### src/rtl/pipe_pkg.sv
// Shared D->E pipeline types: datapath width, instruction-class field masks and the E-slot payload.
package pipe_pkg;

    localparam int XLEN = 32;

    // type[2:0] != 0 means the instruction has no rs2; type[4:3] != 0 means it has no rd
    localparam logic [4:0] NO_RS2_MASK = 5'b00111;
    localparam logic [4:0] NO_RD_MASK  = 5'b11000;

    typedef struct packed {
        logic [XLEN-1:0] pc;
        logic [XLEN-1:0] imm;
        logic [XLEN-1:0] op1;
        logic [XLEN-1:0] op2;
        logic [4:0]      typ;
        logic [4:0]      rd;
        logic            load;
        logic [15:0]     ctrl;
    } de_payload_t;

endpackage

### src/rtl/sat_counter.sv
// Up-counter that sticks at all-ones instead of wrapping.
// Latency: count visible the cycle after the increment request; no backpressure.
module sat_counter #(
    parameter int W = 32
) (
    input  logic         clk,
    input  logic         rst_n,
    input  logic         i_inc,
    output logic [W-1:0] o_cnt
);

    logic [W-1:0] r_cnt;

    always_ff @(posedge clk or negedge rst_n) begin
        if (!rst_n) begin
            r_cnt <= '0;
        end else if (i_inc && (r_cnt != {W{1'b1}})) begin
            r_cnt <= r_cnt + 1'b1;
        end
    end

    assign o_cnt = r_cnt;

endmodule

### src/rtl/de_pipe_stage.sv
// Decode->Execute slot: resolves operands (forward vs regfile), latches the instruction into E,
// injects a bubble on a D stall, kills the slot on flush. Latency 1 cycle; E held while ~ready_E.
module de_pipe_stage
    import pipe_pkg::*;
#(
    parameter int XLEN   = pipe_pkg::XLEN,
    parameter int PERF_W = 32
) (
    input  logic              clk,
    input  logic              rst_n,
    input  logic              valid_D,
    output logic              ready_D,
    input  logic              stall_D,
    input  logic              flush,
    input  logic [XLEN-1:0]   pc_D,
    input  logic [4:0]        type_D,
    input  logic [4:0]        rd_D,
    input  logic              load_D,
    input  logic [XLEN-1:0]   imm_D,
    input  logic [15:0]       ctrl_D,
    input  logic [XLEN-1:0]   rf_rdata1,
    input  logic [XLEN-1:0]   rf_rdata2,
    input  logic [XLEN-1:0]   fwd_rs1,
    input  logic [XLEN-1:0]   fwd_rs2,
    input  logic              fwd_vld_rs1,
    input  logic              fwd_vld_rs2,
    output logic              valid_E,
    input  logic              ready_E,
    output logic [XLEN-1:0]   pc_E,
    output logic [XLEN-1:0]   imm_E,
    output logic [XLEN-1:0]   op1_E,
    output logic [XLEN-1:0]   op2_E,
    output logic [4:0]        type_E,
    output logic [4:0]        rd_E,
    output logic              load_E,
    output logic [15:0]       ctrl_E,
    output logic [PERF_W-1:0] perf_stall,
    output logic [PERF_W-1:0] perf_bubble
);

    logic        r_valid_E;
    de_payload_t r_payload;
    de_payload_t w_payload_D;
    logic        w_fire;
    logic        w_drain;
    logic        w_stalled;
    logic        w_bubble;

    assign ready_D   = ~r_valid_E | ready_E;
    assign w_fire    = valid_D & ready_D & ~stall_D & ~flush;
    assign w_drain   = ready_E | ~r_valid_E;
    assign w_stalled = valid_D & stall_D;
    // A stall only becomes a bubble when E is free to move; a flush-kill is not a bubble
    assign w_bubble  = w_stalled & w_drain & ~flush;

    always_comb begin
        w_payload_D      = '0;
        w_payload_D.pc   = pc_D;
        w_payload_D.imm  = imm_D;
        w_payload_D.op1  = fwd_vld_rs1 ? fwd_rs1 : rf_rdata1;
        w_payload_D.op2  = fwd_vld_rs2 ? fwd_rs2 : rf_rdata2;
        w_payload_D.typ  = type_D;
        w_payload_D.rd   = rd_D;
        w_payload_D.load = load_D;
        w_payload_D.ctrl = ctrl_D;
    end

    always_ff @(posedge clk or negedge rst_n) begin
        if (!rst_n) begin
            r_valid_E <= 1'b0;
        end else if (flush) begin
            r_valid_E <= 1'b0;
        end else if (w_fire) begin
            r_valid_E <= 1'b1;
        end else if (w_drain) begin
            r_valid_E <= 1'b0;
        end
    end

    // Single enable keeps rd/load bit-stable for the hazard unit while E is backpressured
    always_ff @(posedge clk or negedge rst_n) begin
        if (!rst_n) begin
            r_payload <= '0;
        end else if (w_fire) begin
            r_payload <= w_payload_D;
        end
    end

    sat_counter #(.W(PERF_W)) u_stall_cnt (
        .clk   (clk),
        .rst_n (rst_n),
        .i_inc (w_stalled),
        .o_cnt (perf_stall)
    );

    sat_counter #(.W(PERF_W)) u_bubble_cnt (
        .clk   (clk),
        .rst_n (rst_n),
        .i_inc (w_bubble),
        .o_cnt (perf_bubble)
    );

    assign valid_E = r_valid_E;
    assign pc_E    = r_payload.pc;
    assign imm_E   = r_payload.imm;
    assign op1_E   = r_payload.op1;
    assign op2_E   = r_payload.op2;
    assign type_E  = r_payload.typ;
    assign rd_E    = r_payload.rd;
    assign load_E  = r_payload.load;
    assign ctrl_E  = r_payload.ctrl;

endmodule

### config.mk
export PLATFORM = sky130hd
export DESIGN_NAME = de_pipe_stage
export DESIGN_NICKNAME = d
export VERILOG_FILES = /design/src/rtl/pipe_pkg.sv /design/src/rtl/sat_counter.sv /design/src/rtl/de_pipe_stage.sv
export SDC_FILE = /design/constraint.sdc
export NUM_CORES = 1
export LEC_CHECK = 0
export CAP_MARGIN = 10
export CORE_AREA = 2 2 176 178
export CTS_CLUSTER_SIZE = 28
export DETAILED_ROUTE_END_ITERATION = 7
export DIE_AREA = 0 0 178 180
export PLACE_DENSITY = 0.72
export SYNTH_ARGS = -nofsm -noshare
export SYNTH_HDL_FRONTEND = slang
export SYNTH_SLANG_ARGS = --single-unit
### constraint.sdc
create_clock -name clk -period 3.3 [get_ports clk]
set_clock_uncertainty 0.1 [all_clocks]
set_input_delay 0.495 -clock clk [delete_from_list [all_inputs] [get_ports clk]]
set_output_delay 0.495 -clock clk [all_outputs]
set_load 0.01 [all_outputs]
==> impl_metrics.env <==
export IMPL_cp_required_ns=3.60
export IMPL_dp_cells=1586
export IMPL_grt_pass1_wl_mm=43.5
export IMPL_cts_max_level=1
export IMPL_tritoncts="done"
export IMPL_wl_per_cell_um=17.4
export IMPL_gr_total_overflow=0
export IMPL_drtIter0Drc=264
export IMPL_timing_worst_setup_path_type="reg -> reg"
export IMPL_routed_via_count=7600
export IMPL_cts_hold_fix_buffers=1
export IMPL_buffer_ports_inserted=447
export IMPL_grt_pass1_vias=7668
export IMPL_drt_drc=0
export IMPL_antenna_found_initial=2
export IMPL_final_layout_size_suffix_gt1_share_pct=12.5
export IMPL_netlist_area_leader_share_pct=58.4
export IMPL_n_fill_cell=2616
export IMPL_synth_warnings=0
export IMPL_syn_mean_instance_area_um2=12.2
export IMPL_initial_core_utilization_pct=31.2
export IMPL_seq_cells_post_synth=220
export IMPL_clk_latency_ns=0.52
export IMPL_average_vias_per_placed_instance=4.65
export IMPL_rsz_0062_raised_after_global_routing="no"
export IMPL_synthTopCellsByArea="dfrtp_1 58%, mux2_2 11%, mux2i_1 6.8%"
export IMPL_worst_ir_drop_vdd_uv=336
export IMPL_detailedPlacementHpwl_mm=21.1
export IMPL_post_synth_num_cell_types=37
export IMPL_async_reset_ff_share_pct=100
export IMPL_design_core_area_um2=30200
export IMPL_synthesis_nets=999
export IMPL_design_final_nets=1448
export IMPL_power_static_leakage_nw=6.48
export IMPL_synthesis_area_um2=9420
export IMPL_synth_enable_flop_cells=0
export IMPL_top_layer_reached_by_signal_wires="met4"
export IMPL_drv_cap=0
export IMPL_synth_ff_type="dfrtp_1"
export IMPL_clkSlewWorstSetupHoldPaths_ns=0.06
export IMPL_finalWirelength_mm=28.4
export IMPL_slew_violations=0
export IMPL_worst_hold_path_type="reg -> reg"
export IMPL_firstDrtPassIters=6
export IMPL_area_growth_syn_to_layout_pct=62.1
export IMPL_floorplan_rows=64
export IMPL_report_final_setup_viol=0
export IMPL_worstSetupEndpointType="register"
export IMPL_achievable_freq_mhz=429
export IMPL_buffer_depth_of_the_longest_clock_path=3
export IMPL_fp_dieH_um=180
export IMPL_final_instance_count_excl_fill=1635
export IMPL_dieArea_um2=32000
export IMPL_cellPowerDensity_nw_per_um2=558
export IMPL_fp_dieW_um=178
export IMPL_layout_common_cells="444 x clkdlybuf4s50_1, 220 x dfrtp_1, 92 x mux2_2, 87 x nor2_1, 67 x a21oi_1"
export IMPL_critical_path_max_fanout=12
export IMPL_setup_tns_final_ns=0
export IMPL_fin_crit_ns=2.33
export IMPL_timing_critical_path_from_type="register"
export IMPL_result_of_the_run="completed"
export IMPL_drtAntennaViolNets=0
export IMPL_cts_post_setup_buffers_inserted=0
export IMPL_wl_met2_mm=14.1
export IMPL_synthDominantAreaCellType="dfrtp_1"
export IMPL_p_total_mw=8.52
export IMPL_ctsRootBufferMaster="clkbuf_16"
export IMPL_detailroute_wirelength_met3_mm=2.15
export IMPL_cts_sinks=220
export IMPL_post_synth_inst_count=770
export IMPL_timing_final_crit_share_pct=70.6
export IMPL_final_common_cell="clkdlybuf4s50_1"
export IMPL_groute_usage_overall_pct=17.1
export IMPL_slew_hr_pct=38.8
export IMPL_worst_slew_pin_transition_ns=0.918
export IMPL_post_cts_resize_count=0
export IMPL_ios=448
export IMPL_synth_sequential_area_ratio_pct=58.4
export IMPL_tritoncts_num_buffers=26
export IMPL_finalWeightedCongestion=0.848
export IMPL_timing_final_hold_violations=0
export IMPL_critical_path_arrival_ns=2.63
export IMPL_detail_route_wirelength_met1_mm=11.4
export IMPL_grt_start_max_net_pins=96
[critical path, stage by stage (launching register included)]
cell      delay [ns]
dfrtp_1         0.49
nand4_4         0.18
or3_4           0.45
nor4_4          0.36
buf_4           0.28
and4bb_1        0.21
xor2_1          0.13
[synthesized netlist by cell type (2+ instances only)]
cell type / instances
buf_1: 8
xnor2_1: 27
nand3_1: 26
nand2_1: 23
nor4_4: 2
nor4_1: 6
or3_1: 2
nor3_1: 18
a21oi_1: 67
buf_2: 8
a31oi_1: 2
and4_1: 6
nor2_1: 87
and3_1: 15
nor2b_1: 2
inv_1: 4
mux2i_1: 64
nand2b_1: 2
nand4_1: 18
and2_1: 3
clkbuf_1: 21
dfrtp_1: 220
xor2_1: 33
ha_1: 2
mux2_2: 92
[per-stage QoR]
stage | utilization, % | setup slack [ns] | hold slack, ns | area [µm²]
final | 50.6 | 0.969 | 0.401 | 15300
after floorplan | - | 1.14 | 0.0994 | 9420
after CTS | 50.6 | 0.948 | 0.402 | 15300
after global routing | 50.6 | 0.820 | 0.419 | 15300
after detailed placement | 47.6 | 0.690 | 0.384 | 14400
after global placement | 47.6 | 0.719 | 0.378 | 14400
[area by class of cell]
cell class                 instances  area (µm²)  area share (%)
antenna                            2        5.00          0.0328
tap                              396         495            3.24
inverter                           4        15.0          0.0983
multi-input combinational        508        3750            24.5
clock inverter                     8         104           0.680
clock buffer                      38         777            5.09
sequential                       220        5510            36.0
timing repair buffer             459        4620            30.3
[final timing paths]
| path | from | cells after the start | endpoint | slack [ns] |
|---|---|---|---|---|
| max | u_bubble_cnt.o_cnt[8]$_DFFE_PN0P_ | 6 | u_bubble_cnt.o_cnt[6]$_DFFE_PN0P_ | 0.97 |
| min | imm_E[28]$_DFFE_PN0P_ | 1 | imm_E[28]$_DFFE_PN0P_ | 0.40 |
| max reg2reg | u_bubble_cnt.o_cnt[8]$_DFFE_PN0P_ | 6 | u_bubble_cnt.o_cnt[6]$_DFFE_PN0P_ | 0.97 |
| min reg2reg | imm_E[28]$_DFFE_PN0P_ | 1 | imm_E[28]$_DFFE_PN0P_ | 0.40 |
| max in group asynchronous | rst_n | 3 | u_bubble_cnt.o_cnt[12]$_DFFE_PN0P_ | 1.82 |
| min in group asynchronous | rst_n | 2 | u_stall_cnt.o_cnt[19]$_DFFE_PN0P_ | 0.42 |
[cells by family (layout without fill, tap and decap cells)]
group	count (synthesis)	in the layout	share of synthesized area (%)
multiplexers	157	157	17.9
flip-flops	220	220	58.4
buffers and inverters	42	509	1.86
AO/OA/AOI/OAI	74	74	4.34
adder cells (fa/ha/maj)	2	2	0.266
other	0	2	0
XOR/XNOR	60	60	5.58
AND/OR/NAND/NOR	215	215	11.6
[power by group]
part	leakage, nW	internal (mW)	switching, mW
combinational	3.39	1.33	0.814
clock	0.436	1.79	1.14
sequential	2.65	3.15	0.294
[flip-flops by register name (all words and copies together) (netlist names)]
| signal | cells |
|---|---|
| rd_E | 5 |
| u_bubble_cnt.o_cnt | 32 |
| load_E | 1 |
| ctrl_E | 16 |
| type_E | 5 |
| op2_E | 32 |
| op1_E | 32 |
| pc_E | 32 |
| u_stall_cnt.o_cnt | 32 |
| valid_E | 1 |
| imm_E | 32 |
[routing by layer]
metal / vias up / track usage, %
met1: 3677 / 21.1
met4: 0 / 4.82
met5: - / 0
li1: 3616 / -
met3: 47 / 4.25
met2: 260 / 29.5
Power figures use the tool's default switching activity.
